**src/rtl/leaf_uplink.sv**
```systemverilog
// rtl/leaf_uplink.sv - leaf-to-spine uplink: credit-based TX FIFO/FSM and RX FIFO with drop counting
// Optional destination check on RX flits is enabled by defining LEAF_UPLINK_DEST_CHECK_EN.
module leaf_uplink #(
  parameter logic [3:0] GROUP_ID   = 4'b0110,
  parameter logic [1:0] LEAF_ID    = 2'd0,
  parameter int         DWIDTH     = 16,
  parameter int         FIFO_DEPTH = 8
) (
  input  logic              clk,
  input  logic              reset,
  input  logic [DWIDTH-1:0] tx_data,
  input  logic              tx_valid,
  output logic              tx_ready,
  output logic [DWIDTH-1:0] up_data,
  output logic              up_valid,
  input  logic              credit_ret,
  input  logic [DWIDTH-1:0] dn_data,
  input  logic              dn_valid,
  output logic [DWIDTH-1:0] rx_data,
  output logic              rx_valid,
  input  logic              rx_ready,
  output logic [7:0]        drop_cnt,
  output logic [7:0]        misroute_cnt,
  output logic              credit_err
);

  localparam int AW = (FIFO_DEPTH > 1) ? $clog2(FIFO_DEPTH) : 1;
  localparam int CW = $clog2(FIFO_DEPTH + 1);
  localparam logic [AW-1:0] LAST_PTR = AW'(FIFO_DEPTH - 1);
  localparam logic [CW-1:0] FULL_CNT = CW'(FIFO_DEPTH);

  // Pointers wrap at FIFO_DEPTH so non-power-of-two depths also work.
  function automatic logic [AW-1:0] ptr_inc(input logic [AW-1:0] p);
    return (p == LAST_PTR) ? '0 : p + 1'b1;
  endfunction

  // ---------------------------------------------------------------- TX path
  logic [DWIDTH-1:0] tx_mem [FIFO_DEPTH];
  logic [AW-1:0]     tx_wr_ptr;
  logic [AW-1:0]     tx_rd_ptr;
  logic [CW-1:0]     tx_count;
  logic              tx_full;
  logic              tx_empty;
  logic              tx_push;
  logic              tx_pop;

  logic [CW-1:0]     credits;
  logic              have_credit;

  typedef enum logic [1:0] {
    IDLE,
    SEND,
    NOCRED
  } tx_state_t;

  tx_state_t state;
  tx_state_t state_nxt;

  assign tx_full     = (tx_count == FULL_CNT);
  assign tx_empty    = (tx_count == '0);
  assign tx_ready    = !tx_full;
  assign tx_push     = tx_valid && !tx_full;
  assign have_credit = (credits != '0);

  // TX storage; contents need no reset because occupancy gates every read.
  always_ff @(posedge clk) begin
    if (tx_push) begin
      tx_mem[tx_wr_ptr] <= tx_data;
    end
  end

  // TX pointers and occupancy.
  always_ff @(posedge clk or posedge reset) begin
    if (reset) begin
      tx_wr_ptr <= '0;
      tx_rd_ptr <= '0;
      tx_count  <= '0;
    end else begin
      if (tx_push) begin
        tx_wr_ptr <= ptr_inc(tx_wr_ptr);
      end
      if (tx_pop) begin
        tx_rd_ptr <= ptr_inc(tx_rd_ptr);
      end
      case ({tx_push, tx_pop})
        2'b10:   tx_count <= tx_count + 1'b1;
        2'b01:   tx_count <= tx_count - 1'b1;
        default: tx_count <= tx_count;
      endcase
    end
  end

  // TX FSM state register.
  always_ff @(posedge clk or posedge reset) begin
    if (reset) begin
      state <= IDLE;
    end else begin
      state <= state_nxt;
    end
  end

  // TX FSM next state and pop decision; IDLE pops on its way into SEND so
  // a lone flit leaves one cycle after it was written.
  always_comb begin
    state_nxt = state;
    tx_pop    = 1'b0;
    case (state)
      IDLE: begin
        if (!tx_empty) begin
          if (have_credit) begin
            tx_pop    = 1'b1;
            state_nxt = SEND;
          end else begin
            state_nxt = NOCRED;
          end
        end
      end
      SEND: begin
        if (tx_empty) begin
          state_nxt = IDLE;
        end else if (!have_credit) begin
          state_nxt = NOCRED;
        end else begin
          tx_pop = 1'b1;
        end
      end
      NOCRED: begin
        if (have_credit) begin
          state_nxt = SEND;
        end
      end
      default: state_nxt = IDLE;
    endcase
  end

  // Registered uplink output: valid only in cycles following a pop, data holds otherwise.
  always_ff @(posedge clk or posedge reset) begin
    if (reset) begin
      up_valid <= 1'b0;
      up_data  <= '0;
    end else begin
      up_valid <= tx_pop;
      if (tx_pop) begin
        up_data <= tx_mem[tx_rd_ptr];
      end
    end
  end

  // Credit counter; a send and a return in the same cycle cancel out, and a
  // return with no room left is ignored but flagged.
  always_ff @(posedge clk or posedge reset) begin
    if (reset) begin
      credits    <= FULL_CNT;
      credit_err <= 1'b0;
    end else begin
      case ({tx_pop, credit_ret})
        2'b10: credits <= credits - 1'b1;
        2'b01: begin
          if (credits == FULL_CNT) begin
            credit_err <= 1'b1;
          end else begin
            credits <= credits + 1'b1;
          end
        end
        default: credits <= credits;
      endcase
    end
  end

  // ---------------------------------------------------------------- RX path
  logic [DWIDTH-1:0] rx_mem [FIFO_DEPTH];
  logic [AW-1:0]     rx_wr_ptr;
  logic [AW-1:0]     rx_rd_ptr;
  logic [CW-1:0]     rx_count;
  logic              rx_full;
  logic              rx_push;
  logic              rx_pop;
  logic              rx_accept;
  logic              rx_drop;
  logic              dest_ok;

`ifdef LEAF_UPLINK_DEST_CHECK_EN
  logic [7:0] misroute_q;

  assign dest_ok = (dn_data[15:12] == GROUP_ID) && (dn_data[11:10] == LEAF_ID);

  // Saturating count of flits addressed to another group or leaf.
  always_ff @(posedge clk or posedge reset) begin
    if (reset) begin
      misroute_q <= 8'd0;
    end else if (dn_valid && !dest_ok && (misroute_q != 8'hFF)) begin
      misroute_q <= misroute_q + 8'd1;
    end
  end

  assign misroute_cnt = misroute_q;
`else
  assign dest_ok      = 1'b1;
  assign misroute_cnt = 8'd0;
`endif

  assign rx_full   = (rx_count == FULL_CNT);
  assign rx_valid  = (rx_count != '0);
  assign rx_data   = rx_mem[rx_rd_ptr];
  assign rx_pop    = rx_valid && rx_ready;
  assign rx_accept = dn_valid && dest_ok;
  // A full FIFO still takes the flit when the consumer frees a slot in the same cycle.
  assign rx_push   = rx_accept && (!rx_full || rx_ready);
  assign rx_drop   = rx_accept && rx_full && !rx_ready;

  // RX storage.
  always_ff @(posedge clk) begin
    if (rx_push) begin
      rx_mem[rx_wr_ptr] <= dn_data;
    end
  end

  // RX pointers and occupancy.
  always_ff @(posedge clk or posedge reset) begin
    if (reset) begin
      rx_wr_ptr <= '0;
      rx_rd_ptr <= '0;
      rx_count  <= '0;
    end else begin
      if (rx_push) begin
        rx_wr_ptr <= ptr_inc(rx_wr_ptr);
      end
      if (rx_pop) begin
        rx_rd_ptr <= ptr_inc(rx_rd_ptr);
      end
      case ({rx_push, rx_pop})
        2'b10:   rx_count <= rx_count + 1'b1;
        2'b01:   rx_count <= rx_count - 1'b1;
        default: rx_count <= rx_count;
      endcase
    end
  end

  // Saturating count of flits lost to a full RX FIFO.
  always_ff @(posedge clk or posedge reset) begin
    if (reset) begin
      drop_cnt <= 8'd0;
    end else if (rx_drop && (drop_cnt != 8'hFF)) begin
      drop_cnt <= drop_cnt + 8'd1;
    end
  end

endmodule

```
**config.mk**
```make
export PLATFORM = sky130hd
export DESIGN_NAME = leaf_uplink
export DESIGN_NICKNAME = d
export VERILOG_FILES = /design/src/rtl/leaf_uplink.sv
export SDC_FILE = /design/constraint.sdc
export NUM_CORES = 1
export LEC_CHECK = 0
export ABC_AREA = 1
export CORE_UTILIZATION = 53
export DETAILED_ROUTE_END_ITERATION = 6
export GPL_TIMING_DRIVEN = 0
export PLACE_DENSITY_LB_ADDON = 0.25
export REMOVE_ABC_BUFFERS = 1
export SYNTH_ARGS = -nofsm -noshare
export SYNTH_HDL_FRONTEND = slang
export SYNTH_SLANG_ARGS = --single-unit
```
**constraint.sdc**
```tcl
create_clock -name clk -period 2 [get_ports clk]
set_input_delay 0.3 -clock clk [delete_from_list [all_inputs] [get_ports clk]]
set_output_delay 0.3 -clock clk [all_outputs]
set_load 0.1 [all_outputs]
```
==> flow_metrics.tcl <==
set metrics [dict create \
    status "complete, but fails checks" \
    violations "setup timing" \
    worst_hold_slack_ps 62.6 \
    htreeDepth 1 \
    synth_edf_count 256 \
    worst_pin_slew_ps 863 \
    viasPerCell 5.56 \
    num_antenna_cells 0 \
    grt_use_met1_pct 30.2 \
    grt_pass1_vias 7972 \
    wl_per_cell_um 19.5 \
    die_h_um 157 \
    synth_cell_types 37 \
    timing.final.crit_period_ps 2410 \
    hpwl_um 15600 \
    rrSetupSlack_ps 30 \
    worstPathMaxFanout 10 \
    io_pins 90 \
    grtUsageMet2_pct 40.3 \
    dieArea_mm2 0.0247 \
    setup_violations 16 \
    synthFlopType "edfxtp_1" \
    drive_gt1_share_pct 23.3 \
    clock-sinks 308 \
    grt_use_met3_pct 3.22 \
    placed_cells 1477 \
    synth_seq_area_share_pct 70.4 \
    slew_viol_final 0 \
    final_cells 1594 \
    async_flop_share_pct 16.9 \
    max-slew-margin-rel_pct 42.4 \
    path_clk_slew_ps 60 \
    critPathLaunch "rx_rd_ptr[0]" \
    grt_pass1_wl_um 43400 \
    grt.busiest_layer "met2" \
    grt_start_max_net_pins 67 \
    core_area_mm2 0.0235 \
    worstSetupEndpointType "primary output" \
    dr.pass1.iters 5 \
    synth_area_mm2 0.0128 \
    synth_common_cells "edfxtp_1, nor2_1, nand2_1" \
    finalHoldViolations 0 \
    fin_util_pct 70.2 \
    synthCells 1109 \
    num-nets-final 1308 \
    post_synth.cell_area_avg_um2 11.5 \
    reg2reg_from "tx_count[3]" \
    numCtsBuffers 31 \
    synth_top_area_share_pct 60.2 \
    ctsHoldBuffers 0 \
    grt_usage_pct 23.3 \
    remaining_drc_errors 0 \
    hold_path.class "in2async" \
    yosys.cell_count.top_type "edfxtp_1" \
    tns_ps -5140 \
    drv_cap 0 \
    drtIter0Drc 722 \
    routabilityCongestion 0.769 \
    synth.area.top_cells "edfxtp_1, dfrtp_1, nor2_1" \
    crit_type "reg2out" \
    rows 56 \
    cp-start-kind "flop" \
    cts_tree "done" \
    via_count 8855 \
    grt-ovfl-total 0 \
    start_util_pct 54.2 \
    arrival_ps 2110 \
    area_delta_synth_final_pct 29.4 \
    clock.fmax_mhz 416 \
    clockBufferDepth 3 \
    yosys.area.top_type "edfxtp_1" \
    ant_nets 0 \
    rsz0062_at_grt "yes" \
    worst_slack_ps -406 \
    ys_ff_latch 308 \
    totalWireLength_um 31100 \
    fin_crit_sh_pct 120 \
    die_w_um 157 \
    n_fill_cell 1530 \
    clk_latency_ps 550 \
    fin_skew_ps 9.65 \
    cts_root_buf "clkbuf_16" \
    yosysWarningCount 0 \
    antenna_found_initial 0 \
    portBuffers 81 \
    required_ps 1700 \
]
## sequential cells by signal, indices dropped and copies added (netlist names)
signal      count
rx_mem        128
tx_mem        128
up_data        16
drop_cnt        8
credits         4
rx_count        4
tx_count        4
rx_rd_ptr       3
rx_wr_ptr       3
tx_rd_ptr       3
tx_wr_ptr       3
state           2
credit_err      1
up_valid        1
## logic make-up (layout without fill, tap and decap cells)
| group | Yosys count | count (layout) | synth area share (%) |
|---|---|---|---|
| xor gates and xnor gates | 10 | 10 | 0.745 |
| adders and majority gates | 18 | 18 | 1.82 |
| AOI/OAI and AO/OA | 196 | 196 | 8.13 |
| DFF | 308 | 308 | 70.4 |
| buffers and inverters | 97 | 254 | 3.94 |
| other | 1 | 8 | 0.0294 |
| and+or+nand+nor | 479 | 481 | 14.9 |
## worst max-delay path: stages, from the launching register on
cell and delay (ps):
dfrtp_4 460, buf_12 200, clkinv_16 90, clkbuf_16 170
o21ai_1 150, o21ai_0 120, nand2_1 100, nand2_2 80
buf_12 170
## stage by stage
step	instance area (um2)	setup WS, ps
after floorplan	12400	-1350
after global placement	13600	-3520
after detailed placement	14000	-1410
after CTS	15700	-346
after global routing	16500	-481
final	16500	-406
## placed cells by master (no fill, tap or decap), types with 7 or more instances in the layout
| cell type | count |
|---|---|
| conb_1 | 8 |
| nand2_2 | 21 |
| clkbuf_16 | 38 |
| buf_8 | 16 |
| inv_1 | 27 |
| buf_4 | 35 |
| clkdlybuf4s15_2 | 25 |
| nor2_1 | 193 |
| o21ai_1 | 73 |
| buf_12 | 27 |
| nand3_1 | 50 |
| nor2_4 | 34 |
| dfrtp_1 | 38 |
| clkinv_2 | 7 |
| ha_1 | 13 |
| o211ai_1 | 16 |
| edfxtp_1 | 256 |
| nor2_2 | 20 |
| nand2_1 | 141 |
| clkdlybuf4s50_1 | 37 |
| dfrtp_2 | 8 |
| o21ai_2 | 8 |
| o21ai_0 | 92 |
## timing repair
action | in CTS | in global routing
gates cloned | 4 | 11
setup endpoints to repair | 248 | 162
hold endpoints to repair | 0 | 0
pin swaps | 8 | 47
buffers inserted | 16 | 30
gates resized for setup | 295 | 154
## layer usage
metal | part of all wire (%) | vias to the layer above
met3 | 5.9 | 68
met4 | 3.0 | 0
met2 | 51 | 351
met5 | 0 | -
li1 | - | 4134
met1 | 40 | 4302
## layout make-up
class,count,area (um2),share of cell area (%)
flip-flops and latches,308,9020,54.6
multi-input cells,713,3800,23.0
repair buffers,159,2050,12.4
clock buffers,36,805,4.87
well taps,319,399,2.42
clock inverters,20,249,1.51
inverters,37,176,1.07
repair inverters,2,27.5,0.167
## worst paths after layout
| kind | to | depth (start not counted) |
|---|---|---|
| max | rx_data[2] | 8 |
| min | drop_cnt[4] | 2 |
| max reg2reg | tx_mem[7][10] | 7 |
| min reg2reg | credit_err | 1 |
| max in group asynchronous | credits[3] | 3 |
| min in group clk | rx_rd_ptr[1] | 3 |
Power is left out: the tool's default activity adds up to more than one toggle a clock period on the data nets, which glitch-free logic cannot reach.
